[src/rtl/shift_link_pkg.sv]
// -----------------------------------------------------------------------------
// shift_link_pkg
// Shared definitions for the serial shift-register link controller:
//   - FSM state encodings (IDLE / SHIFT / DONE)
//   - cnt_width(): width of a counter that must hold values 0..n-1
// Optional build macro used by the controller: SHIFT_LINK_CHECK_EN
// -----------------------------------------------------------------------------
package shift_link_pkg;

  typedef logic [1:0] state_t;

  localparam state_t IDLE  = 2'd0;
  localparam state_t SHIFT = 2'd1;
  localparam state_t DONE  = 2'd2;

  // Bits needed to represent every value in 0..n-1 (never less than one bit).
  function automatic int cnt_width(input int n);
    return (n <= 1) ? 1 : $clog2(n);
  endfunction

endpackage

[src/rtl/shift_link_bit_counter.sv]
// -----------------------------------------------------------------------------
// shift_link_bit_counter
// Per-transfer bit counter for the shift link. Counts 0..DATA_W+DEPTH-1 while
// enabled; terminal flags the last count of a transfer.
// Ports:
//   clk, rst_n   clock, async active-low reset
//   clear        synchronous clear to zero (priority over enable)
//   enable       advance by one
//   cnt          current count
//   terminal     cnt equals DATA_W+DEPTH-1
// -----------------------------------------------------------------------------
module shift_link_bit_counter
  import shift_link_pkg::*;
#(
  parameter int DATA_W = 8,
  parameter int DEPTH  = 4,
  parameter int CNT_W  = cnt_width(DATA_W + DEPTH)
) (
  input  logic             clk,
  input  logic             rst_n,
  input  logic             clear,
  input  logic             enable,
  output logic [CNT_W-1:0] cnt,
  output logic             terminal
);

  localparam int LAST = DATA_W + DEPTH - 1;

  // Count register: clear wins over enable, otherwise hold.
  always_ff @(posedge clk or negedge rst_n) begin
    if (!rst_n) begin
      cnt <= '0;
    end else if (clear) begin
      cnt <= '0;
    end else if (enable) begin
      cnt <= cnt + CNT_W'(1);
    end else begin
      cnt <= cnt;
    end
  end

  assign terminal = (cnt == CNT_W'(LAST));

endmodule

[src/rtl/shift_reg_link_ctrl.sv]
// -----------------------------------------------------------------------------
// shift_reg_link_ctrl
// Sequencer for a DEPTH-stage serial-in/serial-out shift register. Accepts a
// parallel word, shifts it out LSB-first on ser_out followed by DEPTH zero
// flush bits, captures the bits returning on ser_in and presents the received
// word with a one-cycle rsp_valid strobe.
// Optional build macro: SHIFT_LINK_CHECK_EN adds rsp_err (loopback compare).
// Ports:
//   CLK, RST_n           clock, async active-low reset
//   req_valid/ready/data request handshake and word to send
//   abort                cancels an in-flight transfer (SHIFT only)
//   ser_out              to shift_in of the register
//   ser_in               from shift_out of the register
//   busy                 transfer in progress (SHIFT or DONE)
//   rsp_valid, rsp_data  one-cycle response strobe and received word
//   rsp_err              (SHIFT_LINK_CHECK_EN) received word != sent word
// -----------------------------------------------------------------------------
module shift_reg_link_ctrl
  import shift_link_pkg::*;
#(
  parameter int DATA_W = 8,
  parameter int DEPTH  = 4
) (
  input  logic              CLK,
  input  logic              RST_n,
  input  logic              req_valid,
  output logic              req_ready,
  input  logic [DATA_W-1:0] req_data,
  input  logic              abort,
  output logic              ser_out,
  input  logic              ser_in,
  output logic              busy,
  output logic              rsp_valid,
`ifdef SHIFT_LINK_CHECK_EN
  output logic              rsp_err,
`endif
  output logic [DATA_W-1:0] rsp_data
);

  localparam int CNT_W = cnt_width(DATA_W + DEPTH);

  state_t              state_r;
  logic [DATA_W-1:0]   tx_r;       // remaining bits to send, shifted right each count
  logic [DATA_W-1:0]   rx_r;       // captured bits, filled from the MSB end
  logic [DATA_W-1:0]   rx_next_s;
  logic [DATA_W:0]     rx_cat_s;
  logic [CNT_W-1:0]    cnt_s;
  logic                term_s;
  logic                capture_s;
  logic                accept_s;
  logic                cnt_clear_s;
  logic                cnt_en_s;

  assign accept_s    = (state_r == IDLE) && req_valid && req_ready;
  assign cnt_en_s    = (state_r == SHIFT);
  assign cnt_clear_s = (state_r != SHIFT) || abort || term_s;

  // Bits on ser_in become valid once the first sent bit has crossed the
  // register, i.e. from count DEPTH onward.
  assign capture_s   = (cnt_s >= CNT_W'(DEPTH));

  // Shift the new bit in at the MSB; after DATA_W captures bit 0 sits at LSB.
  assign rx_cat_s    = {ser_in, rx_r};
  assign rx_next_s   = rx_cat_s[DATA_W:1];

  shift_link_bit_counter #(
    .DATA_W (DATA_W),
    .DEPTH  (DEPTH),
    .CNT_W  (CNT_W)
  ) u_cnt (
    .clk      (CLK),
    .rst_n    (RST_n),
    .clear    (cnt_clear_s),
    .enable   (cnt_en_s),
    .cnt      (cnt_s),
    .terminal (term_s)
  );

  // Transfer FSM with registered handshake, serial and response outputs.
  always_ff @(posedge CLK or negedge RST_n) begin
    if (!RST_n) begin
      state_r   <= IDLE;
      req_ready <= 1'b1;
      busy      <= 1'b0;
      ser_out   <= 1'b0;
      rsp_valid <= 1'b0;
      rsp_data  <= '0;
      tx_r      <= '0;
      rx_r      <= '0;
    end else begin
      case (state_r)
        IDLE: begin
          rsp_valid <= 1'b0;
          if (accept_s) begin
            // Bit 0 goes out during count 0; the rest queue in tx_r and
            // zeros shift in behind them to form the flush.
            ser_out   <= req_data[0];
            tx_r      <= req_data >> 1;
            rx_r      <= '0;
            state_r   <= SHIFT;
            busy      <= 1'b1;
            req_ready <= 1'b0;
          end else begin
            ser_out   <= 1'b0;
          end
        end
        SHIFT: begin
          if (abort) begin
            state_r   <= IDLE;
            ser_out   <= 1'b0;
            busy      <= 1'b0;
            req_ready <= 1'b1;
          end else begin
            if (capture_s) begin
              rx_r <= rx_next_s;
            end else begin
              rx_r <= rx_r;
            end
            if (term_s) begin
              state_r   <= DONE;
              ser_out   <= 1'b0;
              rsp_valid <= 1'b1;
              rsp_data  <= rx_next_s;
            end else begin
              ser_out   <= tx_r[0];
              tx_r      <= tx_r >> 1;
            end
          end
        end
        DONE: begin
          rsp_valid <= 1'b0;
          state_r   <= IDLE;
          busy      <= 1'b0;
          req_ready <= 1'b1;
        end
        default: begin
          state_r   <= IDLE;
          req_ready <= 1'b1;
          busy      <= 1'b0;
          ser_out   <= 1'b0;
          rsp_valid <= 1'b0;
        end
      endcase
    end
  end

`ifdef SHIFT_LINK_CHECK_EN
  logic [DATA_W-1:0] tx_word_r;   // unshifted copy of the sent word

  // Hold the sent word for the loopback compare.
  always_ff @(posedge CLK or negedge RST_n) begin
    if (!RST_n) begin
      tx_word_r <= '0;
    end else if (accept_s) begin
      tx_word_r <= req_data;
    end else begin
      tx_word_r <= tx_word_r;
    end
  end

  // Error flag is only ever high alongside rsp_valid.
  always_ff @(posedge CLK or negedge RST_n) begin
    if (!RST_n) begin
      rsp_err <= 1'b0;
    end else if ((state_r == SHIFT) && !abort && term_s) begin
      rsp_err <= (rx_next_s != tx_word_r);
    end else begin
      rsp_err <= 1'b0;
    end
  end
`else
  // Loopback compare not built in this configuration.
`endif

endmodule
[config.mk]
export PLATFORM = sky130hd
export DESIGN_NAME = shift_reg_link_ctrl
export DESIGN_NICKNAME = d
export VERILOG_FILES = /design/src/rtl/shift_link_pkg.sv /design/src/rtl/shift_link_bit_counter.sv /design/src/rtl/shift_reg_link_ctrl.sv
export SDC_FILE = /design/constraint.sdc
export NUM_CORES = 1
export LEC_CHECK = 0
export BUFFER_PORTS_ARGS = -buffer_cell sky130_fd_sc_hd__buf_2
export CORE_MARGIN = 5
export CORE_UTILIZATION = 51
export CTS_BUF_LIST = sky130_fd_sc_hd__clkbuf_8
export CTS_CLUSTER_DIAMETER = 100
export DETAILED_ROUTE_END_ITERATION = 7
export HOLD_SLACK_MARGIN = 0.05
export PLACE_DENSITY_LB_ADDON = 0.15
export SKIP_CTS_REPAIR_TIMING = 1
export SLEW_MARGIN = 15
export SYNTH_ARGS = -nofsm -noshare
export SYNTH_HDL_FRONTEND = slang
export SYNTH_HIERARCHICAL = 1
export SYNTH_SLANG_ARGS = --single-unit
[constraint.sdc]
create_clock -name CLK -period 1.7 [get_ports CLK]
set_input_delay 0.255 -clock CLK [delete_from_list [all_inputs] [get_ports CLK]]
set_output_delay 0.255 -clock CLK [all_outputs]
set_load 0.01 [all_outputs]
==> impl_metrics.ini, run 1 <==
[pwr]
switching_share_pct = 22.8
clock_power_share_pct = 41.9
leakage_nw = 0.919
power_density_mw_per_mm2 = 777
switchingPower_mw = 0.315
p_int_mw = 1.07
pwr-share-seq_pct = 55.0
ir_drop_mv = 0.728
p_comb_share_pct = 3.0

[sta]
drv_slew = 0
layout_min_cycle_time_ns = 1.87
rsz0062_at_grt = true
finClkSkew_ns = 0.00636
setup_slack_ns = -0.166
worst_pin_slew_ns = 0.698
fmax_mhz = 536
period_share_pct = 110
hold_violations = 0
setup_viol = 6
fin_tns_setup_ns = -0.927
slew-limit-headroom_pct = 53.5

[synthesis]
synthTopCellsByArea = dfrtp_1, mux2_2, a22o_1
ys_types = 31
synth-edff-count = 0
ys.flop_type = dfrtp_1
synth_cells = 101
synth-seq-cells = 32
synth_top_area_cell = dfrtp_1
yosys.area.top_type_share_pct = 55.5
synth.yosys.seq_area_share_pct = 57.4
avgSynthCellArea_um2 = 13.8
async_flop_share_pct = 100
netlist_top_cells_count = dfrtp_1, mux2_2, a22o_1
netlist_area_mm2 = 0.00140
synth_fp_nets = 115
yosys_warnings = 6
yosysMostFrequentCell = dfrtp_1

[worst_setup_path]
r2r_cells = 6
startpoint_type = flip-flop
crit_chain = ha_2, and3b_1, or3b_4, a21oi_4, buf_12, mux2_4
cp.depth = 6
critPathMaxStageDelay_ns = 0.39
critPathMaxFanout = 8
cp-end-kind = flip-flop
setup.worst_path.class = flip-flop to flip-flop
timing.critical_path.max_delay_family = simple AND/OR/NAND/NOR gates
reg2reg_slack_ns = -0.17
worstReg2RegStart = u_cnt/cnt[1]
crit_end = tx_r[2]
critPathArrivalTime_ns = 2.03
r2r-end = tx_r[2]
startpoint = u_cnt/cnt[1]
path_buf_inv = 1
slowest_stage = dfrtp_1
required_ns = 1.87

[layout]
nets = 156
syn2layout_area_growth_pct = 27.4
fill_cells = 221
stdcell_area_mm2 = 0.00178
diodes = 0
stdcell_count = 174
drive_above_1_share_pct = 52.4

[placed_design]
place.port_buffers = 24
gp_congestion = 0.759
dp_hpwl_um = 1950
dp.cells = 164
place_area_mm2 = 0.00167

[detailed_routing]
vias = 922
drt_wl_total_um = 2680
wl_per_cell_um = 15.4
viasPerCell = 5.30
antenna_left = 0
drt_iter0_drc = 28
drtPass1Iterations = 4
drc = 0

[floorplanning]
die-area_mm2 = 0.00389
start_util_pct = 52.0
std_cell_rows = 19
fp.coreArea_mm2 = 0.00269
die_w_um = 62.4
die_y_um = 62.4
io_pins = 25

[clock_tree]
clockBufferDepth = 2
cts-htree-levels = 2
cts_tree = done
numClockSinks = 32
clk_latency_ns = 0.28
clkTransAtPathRegs_ns = 0.07
cts_buffers = 5
root_buffer = clkbuf_8

[outcome]
status = complete, but fails checks
violations = negative setup slack

[global_route]
grt_max_degree = 33
track_usage_pct = 16.1
grt_pass1_wl_um = 4900
grt_pass1_vias = 1006
antenna_found_initial = 0
overflow = 0

[hold_path]
hold_class = input pin to asynchronous set/reset pin

[job]
max_cap_violations = 0
[logic make-up (layout without fill, tap and decap cells)]
logic type      Yosys count  count (layout)  synth area share [%]
flops                    32              32                  57.4
mux                      22              22                  17.9
simple gates             21              21                  10.1
compound gates           18              18                  10.7
buf+inv                   6              48                  2.33
fa+ha+maj                 1               1                 0.895
xor+xnor                  1               1                 0.627
[layout make-up]
class	count	area [um2]	area share [%]
Multi-Input combinational cell	63	589	33.1
Inverter	2	7.51	0.422
Tap cell	31	38.8	2.18
Clock buffer	5	68.8	3.87
Timing Repair Buffer	38	250	14.1
Clock inverter	3	23.8	1.34
Sequential cell	32	802	45.0
[how the worst min path moves through the flow]
stage	startpoint	end	slack, ns	cells past startpoint
final	RST_n	u_cnt/cnt[2]	0.01	1
after global routing	RST_n	u_cnt/cnt[2]	0.07	1
after CTS	RST_n	u_cnt/cnt[2]	0.03	1
after detailed placement	RST_n	u_cnt/cnt[2]	0.34	1
after global placement	RST_n	ser_out	0.33	1
after floorplan	RST_n	busy	-0.04	0
[layout by cell type, fill, tap and decap left out, drive strengths merged]
| cell type | instances |
|---|---|
| o21bai | 1 |
| nand3b | 2 |
| dfstp | 1 |
| a21o | 1 |
| clkbuf | 5 |
| xnor2 | 1 |
| a21bo | 1 |
| a31oi | 1 |
| dfrtp | 31 |
| nor2b | 3 |
| buf | 38 |
| nand2b | 2 |
| a21oi | 4 |
| and3b | 2 |
| clkinv | 1 |
| nor3b | 1 |
| mux2i | 1 |
| nand4 | 1 |
| a22oi | 1 |
| or3b | 1 |
| o32ai | 1 |
| nand2 | 3 |
| nor2 | 5 |
| clkinvlp | 2 |
| inv | 2 |
| a221o | 1 |
| nand3 | 1 |
| a22o | 7 |
| mux2 | 21 |
| ha | 1 |
[power groups by stage]
stage / clock (mW) / combinational (mW) / sequential (mW)
4_1_cts: 0.599 / 0.0437 / 0.761
2_1_floorplan: 0 / 0.00983 / 0.776
3_5_place_dp: 0 / 0.0438 / 0.776
5_1_grt: 0.648 / 0.0499 / 0.761
3_3_place_gp: 0 / 0.0421 / 0.776
6_report: 0.580 / 0.0421 / 0.761
[state kept, by name, summed over array words and instances (netlist names)]
signal,cells
tx_r,7
req_ready,1
rsp_valid,1
state_r,2
u_cnt/cnt,4
rx_r,7
rsp_data,8
ser_out,1
busy,1
[through the flow]
step	setup slack, ns	power [mW]	hold WS (ns)	utilization (%)
after CTS	-0.210	1.40	0.0270	65.7
after global routing	-0.212	1.46	0.0694	66.3
after floorplan	-0.156	0.786	-0.0406	-
after global placement	-0.129	0.818	0.329	62.2
final	-0.166	1.38	0.0117	66.3
after detailed placement	-0.195	0.819	0.342	62.2
[routing by layer]
metal | routed length, um | GRT usage (%)
met1 | 1140 | 19.8
met2 | 1360 | 25.6
met3 | 134 | 6.49
met4 | 42 | 5.57
met5 | 0 | 0
(Power assumes the default switching activity.)
==> run 2, diff against run 1 <==
--- a/config.mk
+++ b/config.mk
@@ -13,6 +13,7 @@
 export DETAILED_ROUTE_END_ITERATION = 7
 export HOLD_SLACK_MARGIN = 0.05
 export PLACE_DENSITY_LB_ADDON = 0.15
+export SETUP_SLACK_MARGIN = 0.02
 export SKIP_CTS_REPAIR_TIMING = 1
 export SLEW_MARGIN = 15
 export SYNTH_ARGS = -nofsm -noshare
==> impl_metrics.ini, run 2 (synthesis results as in run 1) <==
[worst_setup_path]
critPathMaxStageDelay_ns = 0.39
crit_chain = ha_2, and3b_1, or3b_4, a21oi_4, buf_12, mux2_4
cp-end-kind = flip-flop
critPathMaxFanout = 8
setup.worst_path.class = flip-flop to flip-flop
slowest_stage = dfrtp_1
startpoint_type = flip-flop
startpoint = u_cnt/cnt[1]
required_ns = 1.87
reg2reg_slack_ns = -0.17
critPathArrivalTime_ns = 2.03
worstReg2RegStart = u_cnt/cnt[1]

[detailed_routing]
drt_iter0_drc = 28
drc = 0
vias = 923
antenna_left = 0
wl_per_cell_um = 15.5
drtPass1Iterations = 4
drt_wl_total_um = 2700
viasPerCell = 5.30

[layout]
syn2layout_area_growth_pct = 27.8
multi_input_area_um2 = 596
nets = 156
fill_cells = 219
final_core_util_pct = 66.5
final_common_cell = dfrtp_1
largest_reg_flops = 8
drive_above_1_share_pct = 52.4
stdcell_count = 174
largest_register = rsp_data
diodes = 0
top_regs = rsp_data: 8 flops, rx_r: 7 flops, tx_r: 7 flops
seqCellArea_um2 = 802
layout_common_cells = dfrtp_1, buf_2, mux2_2

[job]
max_cap_violations = 0

[hold_path]
hold_class = input pin to asynchronous set/reset pin

[pwr]
leakage_nw = 0.929
power_density_mw_per_mm2 = 776
power_mw = 1.39
ir_drop_mv = 0.728

[outcome]
violations = negative setup slack
status = complete, but fails checks

[floorplanning]
start_util_pct = 52.0
die-area_mm2 = 0.00389
fp.coreArea_mm2 = 0.00269
die_y_um = 62.4
die_w_um = 62.4
std_cell_rows = 19
io_pins = 25

[sta]
whs_ns = 0.0107
slew-limit-headroom_pct = 53.6
layout_min_cycle_time_ns = 1.87
hold_violations = 0
finClkSkew_ns = 0.00632
rsz0062_at_grt = true
fmax_mhz = 535
worst_pin_slew_ns = 0.696
drv_slew = 0
setup_viol = 6
fin_tns_setup_ns = -0.940
period_share_pct = 110
setup_slack_ns = -0.168

[clock_tree]
cts_tree = done
clkTransAtPathRegs_ns = 0.07
numClockSinks = 32
clockBufferDepth = 2
cts-htree-levels = 2
cts_buffers = 5
clk_latency_ns = 0.28
root_buffer = clkbuf_8

[global_route]
overflow = 0
grt_pass1_wl_um = 4900
grt_pass1_vias = 1006
track_usage_pct = 16.1
antenna_found_initial = 0
grt_max_degree = 33

[placed_design]
dp.cells = 164
dp_hpwl_um = 1950
place.port_buffers = 24
gp_congestion = 0.759
## run 2: changes by cell type in the layout (fill, tap and decap cells not counted)
cell,before,now
nor3b_2,1,0
nor3b_4,0,1
## run 2: cell type report
cell class / instances / area share, %
Clock buffer: 5 / 3.85
Tap cell: 31 / 2.17
Multi-Input combinational cell: 63 / 33.3
Inverter: 2 / 0.420
Clock inverter: 3 / 1.33
Timing Repair Buffer: 38 / 14.0
Sequential cell: 32 / 44.9
## run 2: worst paths after layout
check	endpoint	cells past startpoint
worst max-delay path	tx_r[2]	6
worst min-delay path	u_cnt/cnt[2]	1
worst max register to register	tx_r[2]	6
worst min register to register	rsp_valid	1
max in group asynchronous	tx_r[1]	1
min in group CLK	rx_r[7]	2
## run 2: metal layers
metal  GRT usage, %  vias up  routed length [um]  part of all wire (%)
li1               -      446                   -                     -
met1           19.8      454                1150                    43
met2           25.6       17                1370                    51
met3           6.49        6                 139                   5.1
met4           5.57        0                  41                   1.5
met5              0        -                   0                     0
## run 2: per-stage QoR
step           area [um2]  worst slack (ns)
2_1_floorplan        1420            -0.156
3_5_place_dp         1670            -0.195
3_3_place_gp         1670            -0.129
5_1_grt              1790            -0.214
4_1_cts              1760            -0.210
6_report             1790            -0.168
## run 2: report_power, final
group	total (mW)	leakage, nW	internal (mW)	switching, mW
combinational	0.0426	0.450	0.0182	0.0244
sequential	0.761	0.438	0.761	0
clock	0.582	0.0404	0.289	0.293
total	1.39	0.929	1.07	0.317
## run 2: critical path: cells and delay by family (launching register included)
family	cells	cell delay (ns)
AND/OR/NAND/NOR	2	0.58
adder cells (fa/ha/maj)	1	0.19
multiplexers	1	0.30
flip-flops	1	0.39
buffers and inverters	1	0.14
AO/OA/AOI/OAI	1	0.15
==> run 3, diff against run 2 <==
--- a/config.mk
+++ b/config.mk
@@ -5,9 +5,10 @@
 export SDC_FILE = /design/constraint.sdc
 export NUM_CORES = 1
 export LEC_CHECK = 0
+export ABC_AREA = 1
 export BUFFER_PORTS_ARGS = -buffer_cell sky130_fd_sc_hd__buf_2
 export CORE_MARGIN = 5
-export CORE_UTILIZATION = 51
+export CORE_UTILIZATION = 52
 export CTS_BUF_LIST = sky130_fd_sc_hd__clkbuf_8
 export CTS_CLUSTER_DIAMETER = 100
 export DETAILED_ROUTE_END_ITERATION = 7
==> impl_metrics.ini, run 3 <==
[synthesis]
async_flop_share_pct = 100
yosys.area.top_type_share_pct = 52.8
synth-seq-cells = 32
ys_types = 21
ys.flop_type = dfrtp_1
yosys_warnings = 6
synth.yosys.seq_area_share_pct = 54.6
synthTopCellsByArea = dfrtp_1, nand2_1, nand3_1
synth-edff-count = 0
synth_cells = 177
yosysMostFrequentCell = nand2_1
netlist_top_cells_count = nand2_1, dfrtp_1, nand3_1
avgSynthCellArea_um2 = 8.30
netlist_area_mm2 = 0.00147
synth_fp_nets = 191
synth_top_area_cell = dfrtp_1

[floorplanning]
io_pins = 25
die_w_um = 63.2
std_cell_rows = 19
fp.coreArea_mm2 = 0.00273
die_y_um = 63.2
die-area_mm2 = 0.00399
start_util_pct = 53.7

[sta]
rsz0062_at_grt = false
setup_viol = 0
hold_violations = 0
fmax_mhz = 674
finClkSkew_ns = 0.00391
slew-limit-headroom_pct = 54.5
layout_min_cycle_time_ns = 1.48
worst_pin_slew_ns = 0.683
period_share_pct = 87.2
drv_slew = 0
whs_ns = 0.0173
fin_tns_setup_ns = 0

[clock_tree]
cts_tree = done
cts-htree-levels = 2
clockBufferDepth = 2
clkTransAtPathRegs_ns = 0.06
cts_buffers = 5
clk_latency_ns = 0.28
numClockSinks = 32
root_buffer = clkbuf_8

[pwr]
switching_share_pct = 35.2
switchingPower_mw = 0.757
leakage_nw = 0.938
p_int_mw = 1.39
power_mw = 2.15
ir_drop_mv = 0.877
power_density_mw_per_mm2 = 1260
clock_power_share_pct = 26.8
p_comb_share_pct = 27.2
pwr-share-seq_pct = 46.0

[detailed_routing]
wl_per_cell_um = 12.1
drt_iter0_drc = 65
viasPerCell = 5.15
drt_wl_total_um = 2870
drtPass1Iterations = 4
drc = 0
antenna_left = 0
vias = 1225

[layout]
nets = 220
largest_reg_flops = 8
top_regs = rsp_data: 8 flops, rx_r: 7 flops, tx_r: 7 flops
syn2layout_area_growth_pct = 16.1
stdcell_area_mm2 = 0.00171
largest_register = rsp_data
diodes = 0
layout_common_cells = nand2_1, dfrtp_1, buf_2
final_common_cell = nand2_1
stdcell_count = 238
drive_above_1_share_pct = 21.3

[placed_design]
dp_hpwl_um = 2030
place.port_buffers = 24
place_area_mm2 = 0.00161
gp_congestion = 0.766
dp.cells = 230

[worst_setup_path]
cp-end-kind = flip-flop
required_ns = 1.87
setup.worst_path.class = flip-flop to flip-flop
worstReg2RegStart = u_cnt/cnt[0]
startpoint_type = flip-flop
critPathArrivalTime_ns = 1.65
startpoint = u_cnt/cnt[0]
r2r_cells = 8
critPathMaxFanout = 9

[outcome]
status = complete, no violations

[global_route]
grt_pass1_vias = 1161
grt_max_degree = 33
track_usage_pct = 16.8
antenna_found_initial = 0
overflow = 0
grt_pass1_wl_um = 5280

[job]
max_cap_violations = 0

[hold_path]
hold_class = input pin to asynchronous set/reset pin
## run 3: critical path, cell delays in order (launching register included)
cell     delay, ns
dfrtp_1       0.39
ha_1          0.20
nand2_1       0.06
nor2_1        0.20
inv_1         0.13
nand2_4       0.14
nand2_2       0.12
nand2_1       0.08
nand2_1       0.05
## run 3: power groups by stage
stage / clock [mW] / combinational [mW] / sequential [mW]
final: 0.576 / 0.585 / 0.988
after global routing: 0.645 / 0.686 / 1.01
after CTS: 0.598 / 0.587 / 0.986
after detailed placement: 0 / 0.584 / 0.999
after global placement: 0 / 0.566 / 0.996
after floorplan: 0 / 0.420 / 0.991
## run 3: layout make-up
class,instances,area (um2)
inverter,14,56.3
multi-input combinational,129,598
clock buffer,6,82.6
fill,258,1030
timing repair buffer,24,120
sequential,32,802
tap,31,38.8
clock inverter,2,7.51
## run 3: path summary, 6_finish.rpt
| kind | endpoint | slack (ns) |
|---|---|---|
| max | tx_r[0] | 0.22 |
| min reg2reg | rx_r[6] | 0.47 |
| min in group CLK | tx_r[6] | 0.23 |
| max in group asynchronous | rsp_data[1] | 1.25 |
| max reg2reg | tx_r[0] | 0.22 |
| min | busy | 0.02 |
## run 3: per-stage QoR
stage / util [%] / setup slack (ns)
2_1_floorplan: - / 0.384
3_3_place_gp: 58.9 / 0.181
3_5_place_dp: 58.9 / 0.157
4_1_cts: 62.2 / 0.140
5_1_grt: 62.4 / 0.0739
6_report: 62.4 / 0.217
## run 3: per-layer routing
| metal | share of wire [%] | global-route usage, % |
|---|---|---|
| met5 | 0 | 0 |
| met4 | 2.0 | 7.16 |
| met3 | 6.6 | 6.75 |
| met2 | 46 | 24.9 |
| met1 | 45 | 21.5 |
## run 3: kinds of logic (layout without fill, tap and decap cells)
family          after synthesis  count (layout)  share of synthesized area (%)
fa+ha+maj                     1               1                          0.852
compound gates               13              13                           4.68
simple gates                115             115                           35.2
buf+inv                      16              46                           4.68
flops                        32              32                           54.6
